==> src/rtl/avalon_master_port.sv <==
// Avalon-MM master: one CPU byte/half/word request -> one bus read/write. Latency: response 1 cycle after the last waitrequest-low edge.
// Backpressure: req_ready only in IDLE; waitrequest stalls BUS indefinitely (bounded by TIMEOUT_CYCLES when AVM_TIMEOUT_EN is defined).
module avalon_master_port #(
    parameter int TIMEOUT_CYCLES = 64
) (
    input  logic        clk,
    input  logic        reset,
    input  logic        req_valid,
    output logic        req_ready,
    input  logic        req_write,
    input  logic [1:0]  req_size,
    input  logic        req_signed,
    input  logic [31:0] req_addr,
    input  logic [31:0] req_wdata,
    output logic        resp_valid,
    output logic [31:0] resp_rdata,
    output logic        resp_error,
    output logic [31:0] avm_address,
    output logic        avm_read,
    output logic        avm_write,
    output logic [3:0]  avm_byteenable,
    output logic [31:0] avm_writedata,
    input  logic        avm_waitrequest,
    input  logic [31:0] avm_readdata
);

    typedef enum logic [1:0] {IDLE, BUS, RESP} state_t;

    state_t      state_q, state_d;
    logic [31:0] addr_q, addr_d;
    logic [3:0]  be_q, be_d;
    logic [31:0] wd_q, wd_d;
    logic        write_q, write_d;
    logic [1:0]  size_q, size_d;
    logic        signed_q, signed_d;
    logic [1:0]  lane_q, lane_d;
    logic [31:0] rdata_q, rdata_d;
    logic        error_q, error_d;

    logic        misaligned;
    logic [3:0]  be_new;
    logic [31:0] wd_new;
    logic [31:0] rd_shift;
    logic [31:0] load_data;

`ifdef AVM_TIMEOUT_EN
    localparam int CNT_W = ($clog2(TIMEOUT_CYCLES + 1) > 8) ? $clog2(TIMEOUT_CYCLES + 1) : 8;
    logic [CNT_W-1:0] cnt_q, cnt_d;
`else
    localparam int unused_timeout = TIMEOUT_CYCLES;
`endif

    assign misaligned = (req_size == 2'b11)
                     || (req_size == 2'b01 && req_addr[0])
                     || (req_size == 2'b10 && req_addr[1:0] != 2'b00);

    always_comb begin
        be_new = 4'b1111;
        wd_new = req_wdata;
        case (req_size)
            2'b00: begin
                be_new = 4'b0001 << req_addr[1:0];
                wd_new = {4{req_wdata[7:0]}};
            end
            2'b01: begin
                be_new = req_addr[1] ? 4'b1100 : 4'b0011;
                wd_new = {2{req_wdata[15:0]}};
            end
            default: ;
        endcase
    end

    // Half loads are always lane 0 or 2, so one byte-granular shift serves both sizes.
    assign rd_shift = avm_readdata >> {lane_q, 3'b000};

    always_comb begin
        case (size_q)
            2'b00:   load_data = {{24{signed_q & rd_shift[7]}}, rd_shift[7:0]};
            2'b01:   load_data = {{16{signed_q & rd_shift[15]}}, rd_shift[15:0]};
            default: load_data = avm_readdata;
        endcase
    end

    always_comb begin
        state_d  = state_q;
        addr_d   = addr_q;
        be_d     = be_q;
        wd_d     = wd_q;
        write_d  = write_q;
        size_d   = size_q;
        signed_d = signed_q;
        lane_d   = lane_q;
        rdata_d  = rdata_q;
        error_d  = error_q;
`ifdef AVM_TIMEOUT_EN
        cnt_d    = cnt_q;
`endif
        case (state_q)
            IDLE: begin
                if (req_valid) begin
                    addr_d   = {req_addr[31:2], 2'b00};
                    be_d     = be_new;
                    wd_d     = wd_new;
                    write_d  = req_write;
                    size_d   = req_size;
                    signed_d = req_signed;
                    lane_d   = req_addr[1:0];
                    rdata_d  = 32'h0;
                    error_d  = misaligned;
                    state_d  = misaligned ? RESP : BUS;
`ifdef AVM_TIMEOUT_EN
                    cnt_d    = '0;
`endif
                end
            end
            BUS: begin
                if (!avm_waitrequest) begin
                    if (!write_q) rdata_d = load_data;
                    state_d = RESP;
                end
`ifdef AVM_TIMEOUT_EN
                // Completion above takes priority over a stall on the limit edge.
                else if (cnt_q == CNT_W'(TIMEOUT_CYCLES - 1)) begin
                    error_d = 1'b1;
                    rdata_d = 32'h0;
                    state_d = RESP;
                end else begin
                    cnt_d = cnt_q + 1'b1;
                end
`endif
            end
            RESP:    state_d = IDLE;
            default: state_d = IDLE;
        endcase
    end

    always_ff @(posedge clk or posedge reset) begin
        if (reset) begin
            state_q  <= IDLE;
            addr_q   <= 32'h0;
            be_q     <= 4'h0;
            wd_q     <= 32'h0;
            write_q  <= 1'b0;
            size_q   <= 2'b00;
            signed_q <= 1'b0;
            lane_q   <= 2'b00;
            rdata_q  <= 32'h0;
            error_q  <= 1'b0;
`ifdef AVM_TIMEOUT_EN
            cnt_q    <= '0;
`endif
        end else begin
            state_q  <= state_d;
            addr_q   <= addr_d;
            be_q     <= be_d;
            wd_q     <= wd_d;
            write_q  <= write_d;
            size_q   <= size_d;
            signed_q <= signed_d;
            lane_q   <= lane_d;
            rdata_q  <= rdata_d;
            error_q  <= error_d;
`ifdef AVM_TIMEOUT_EN
            cnt_q    <= cnt_d;
`endif
        end
    end

    assign req_ready      = (state_q == IDLE);
    assign avm_read       = (state_q == BUS) && !write_q;
    assign avm_write      = (state_q == BUS) && write_q;
    assign avm_address    = addr_q;
    assign avm_byteenable = be_q;
    assign avm_writedata  = wd_q;
    assign resp_valid     = (state_q == RESP);
    assign resp_rdata     = (state_q == RESP) ? rdata_q : 32'h0;
    assign resp_error     = (state_q == RESP) && error_q;

endmodule

==> config.mk <==
export PLATFORM = sky130hd
export DESIGN_NAME = avalon_master_port
export DESIGN_NICKNAME = d
export VERILOG_FILES = /design/src/rtl/avalon_master_port.sv
export SDC_FILE = /design/constraint.sdc
export NUM_CORES = 1
export LEC_CHECK = 0
export CAP_MARGIN = 20
export CORE_ASPECT_RATIO = 0.6
export CORE_UTILIZATION = 47
export CTS_BUF_LIST = sky130_fd_sc_hd__clkbuf_8 sky130_fd_sc_hd__clkbuf_16
export DETAILED_ROUTE_END_ITERATION = 12
export PLACE_DENSITY = 0.89
export SYNTH_ARGS = -nofsm -noshare
export SYNTH_HDL_FRONTEND = slang
export SYNTH_SLANG_ARGS = --single-unit
==> constraint.sdc <==
create_clock -name clk -period 5.5 [get_ports clk]
set_input_delay 0.55 -clock clk [delete_from_list [all_inputs] [get_ports clk]]
set_output_delay 0.55 -clock clk [all_outputs]
set_load 0.03 [all_outputs]
== Yosys cells after proc, flatten, opt, wreduce, memory -nomap -nowiden ==
Index checks and enable logic that the tools add are counted.
Operators by class
  equality and inequality tests: 9
  bitwise logic cells: 2
  reductions and logical operators: 16
  mux-type cells: 13
  shift-type cells: 2
Operators with widths (number)
  32-bit one-hot mux with 2 select lines: 3
  32-bit two-way mux: 4
  32-bit by 5-bit right shift with 16-bit output: 1
  4-bit one-hot mux with 2 select lines: 1
  2-bit by 1-bit equality test with 1-bit output, second input constant: 3
  2-bit equality test, second input constant: 3
  2-bit logical NOT: 3
  2-bit two-way mux: 3
  2-bit inequality test, second input constant: 3
  1-bit logical AND: 5
  4-bit two-way mux: 1
  2-bit one-hot mux with 2 select lines: 1
  2-bit AND reduction: 2
  4-bit AND reduction: 1
  2-bit nonzero test: 2
  1-bit by 2-bit << shifter with 4-bit output, first input constant: 1
  1-bit bitwise AND: 2
  1-bit logical OR: 2
  1-bit logical NOT: 1
Storage, ports and cells
  word-level logic and storage cells: 52
  bits of input ports: 104
  output and inout bits: 105
  bits in registers: 107

== Logic depth before layout (Yosys ltp) ==
  word-level depth: 7
  depth in mapped cells: 7
  mapped depth without buffers: 4

== Least setup slack after synthesis ==
OpenSTA, ideal clock, no wires.
  path type: register -> output
  start point: register state_q[0]
  end point: output resp_rdata[22]
  buffers on the path: 2
  cell stages (with the launch flop): 5
  required time: 4950 ps
  setup slack: 3390 ps
  arrival time: 1560 ps
  cells stage by stage: dfrtp_1 -> clkbuf_2 -> nor2b_1 -> clkbuf_1 -> and2_1
On the way
  cells in the longest elaborated chain, start to end: 2
RTL lines
  from (decl): line 29  | state_t state_q, state_d;
  from (signal assigned): line 153  | state_q <= state_d;
  2-bit equality test
  net resp_valid: line 15  | output logic resp_valid,
  32-bit two-way mux: line 176  | assign resp_rdata = (state_q == RESP) ? rdata_q : 32'h0;
  to (decl): line 16  | output logic [31:0] resp_rdata,
The timed path passes the listed nets, and every way through them passes these cells.

== Worst setup path in the final report ==
  start point: register state_q[1]
  end point: output resp_rdata[18]
On the way
  cells in the longest elaborated chain, start to end: 2
RTL lines (line)
  2-bit equality test: 176
  32-bit two-way mux: 176
No other way between the ends.

==> impl_metrics.json <==
{
  "worst_pin_slew_ns": 0.854,
  "cts_hold_buf": 0,
  "status": "finished clean",
  "core-area_mm2": 0.0102,
  "fin_crit_ns": 2.76,
  "rows": 28,
  "clkLatencyLatePin_ns": 0.35,
  "required_ns": 4.95,
  "place_congestion": 0.849,
  "max-slew-margin-rel": 0.428,
  "fmax_ghz": 0.362,
  "cts_buffer_depth": 2,
  "hold_viol": 0,
  "avgSynthCellArea_um2": 9.13,
  "drtIter0Drc": 395,
  "ys_top_cells_by_count": "153 x nand2_1, 107 x dfrtp_1, 40 x nor2_1",
  "cts_resized": 0,
  "area_growth_pct": 47.6,
  "critPathSlowestCell": "clkdlybuf4s50_1",
  "arrival_ns": 2.21,
  "yosysTopAreaCell": "dfrtp_1",
  "wl_per_cell_um": 17.7,
  "combPwrFrac": 0.403,
  "synth-seq-cells": 107,
  "setup_ws_ns": 2.74,
  "leakage_uw": 0.00336,
  "overflow": 0,
  "clk_pin_slew_ns": 0.07,
  "die-area_mm2": 0.0113,
  "tns_ns": 0,
  "grt_pass1_wl_mm": 24.1,
  "routed_wirelength_mm": 15.6,
  "grt_max_degree": 86,
  "synthDistinctLibCells": 40,
  "yosys.area_share.xor_xnor": 0,
  "pre_cts_slack_ns": 2.42,
  "synthesis.instances": 557,
  "htreeDepth": 3,
  "die_w_um": 136,
  "grt_usage": 0.284,
  "synth_mux_area_frac": 0.0696,
  "synth_top_family_by_area": "simple AND/OR/NAND/NOR gates",
  "crit_path_start_kind": "flip-flop",
  "pwr-share-seq": 0.385,
  "max_cap_viol_count": 0,
  "post_cts.repair.setup_buffers": 0,
  "crit_chain": "nor2b_1, buf_4, and2_1, clkdlybuf4s50_1",
  "fin_crit_sh": 0.502,
  "synth_top_area_frac": 0.526,
  "yosys.cell_count.top_type": "nand2_1",
  "dp.final_hpwl_mm": 11.4,
  "viasPerCell": 5.46,
  "synth_area_leaders": "dfrtp_1 53%, nand2_1 11%, mux2i_1 6.3%",
  "start_util": 0.499,
  "drive_gt1_frac": 0.0416,
  "antenna_left": 0,
  "nets": 844,
  "pin_count": 209,
  "rsz0062_at_grt": "false",
  "cts_sinks": 107,
  "antenna_found_initial": 0,
  "numCtsBuffers": 9,
  "critPathKind": "reg2out",
  "synth_edf_count": 0,
  "ys.flop_type": "dfrtp_1",
  "synthAdderAreaFrac": 0,
  "portBuffers": 206,
  "yosysSeqAreaShare": 0.526,
  "yosysWarnings": 0,
  "synth_compound_area_frac": 0.129,
  "drc": 0,
  "vias": 4803,
  "pwr-share-clk": 0.212,
  "slowest_delay_ns": 0.71,
  "root_buffer": "clkbuf_16",
  "diodes": 0,
  "drv_slew": 0,
  "power.density_mw_per_mm2": 393,
  "whs_ns": 0.474,
  "async_reset_ff_frac": 1.00,
  "setup_viol": 0,
  "fp.dieH_um": 82.6,
  "cts_tree": "done",
  "p_sw_frac": 0.390,
  "power_switching_uw": 1150,
  "grt_pass1_vias": 4797,
  "p_int_uw": 1800,
  "peakVddDrop_mv": 0.282,
  "end_kind": "output port",
  "hold_path.class": "reg2reg",
  "clock_skew_ns": 0.00696,
  "path_max_fanout": 34,
  "synth_area_mm2": 0.00509,
  "firstDrtPassIters": 5,
  "synth-simple-area-share": 0.235
}
==> worst max-delay path, delay by kind of cell (launching register included) <==
family                 cells  cell delay [ns]
DFF                        1             0.51
and+or+nand+nor            2             0.35
buffers and inverters      2             1.00
==> routing by layer <==
layer / global-route usage / vias up / wire length, µm
met4: 0.0867 / 0 / 221
li1: - / 2233 / -
met3: 0.0958 / 25 / 1510
met5: 0 / - / 0
met1: 0.382 / 2309 / 6870
met2: 0.436 / 236 / 6990
==> state kept, by name (all words and copies together) (netlist names) <==
register and flops:
avm_writedata 32, rdata_q 32, avm_address 30, avm_byteenable 4, lane_q 2, size_q 2
state_q 2, error_q 1, signed_q 1, write_q 1
==> layout make-up <==
class	instances	area (µm²)
Sequential cell	107	2680
Timing Repair Buffer	213	2140
Clock buffer	10	239
Fill cell	709	2690
Multi-Input combinational cell	405	2220
Inverter	4	17.5
Clock inverter	6	47.5
Tap cell	135	169
==> stage by stage <==
stage          area (µm²)  utilization  std cells  total power, µW
6_report             7510        0.736        880             2950
5_1_grt              7510        0.736        880             3100
4_1_cts              7460        0.732        877             2960
3_5_place_dp         7170        0.704        861             2320
3_3_place_gp         7170        0.704        861             2290
2_1_floorplan        5090            -        558             1790
==> cell usage in the layout (no fill, tap or decap), drive strengths merged, types with 3 or more instances in the layout <==
cell / n
clkbuf: 10
nor3b: 3
a31oi: 3
nand3: 8
a21oi: 35
o21ai: 34
nor2: 40
buf: 7
clkdlybuf4s50: 206
mux2i: 32
clkinvlp: 3
a22oi: 8
nand2: 153
nor2b: 3
and2: 40
a221o: 16
dfrtp: 107
nand2b: 10
inv: 6
==> worst paths after layout <==
kind / start / endpoint / slack [ns] / depth (start not counted)
worst min register to register: avm_address[19] / avm_address[19] / 0.47 / 2
worst max register to register: state_q[0] / rdata_q[19] / 3.02 / 5
min in group asynchronous: reset / avm_address[21] / 0.62 / 2
worst max-delay path: state_q[1] / resp_rdata[18] / 2.74 / 4
worst min-delay path: avm_address[19] / avm_address[19] / 0.47 / 2
max in group asynchronous: reset / avm_writedata[8] / 3.67 / 3
==> power groups by stage <==
stage                     Combinational (µW)  Clock, µW  Sequential [µW]
final                                   1190        625             1140
after global routing                    1270        669             1160
after CTS                               1180        638             1140
after detailed placement                1180          0             1150
after global placement                  1150          0             1140
after floorplan                          417          0             1380
==> kinds of logic after synthesis <==
| group | count (synthesis) |
|---|---|
| compound gates | 104 |
| buf+inv | 46 |
| flops | 107 |
| mux | 34 |
| other cells | 1 |
| simple gates | 265 |
Power figures use the tool's default switching activity.
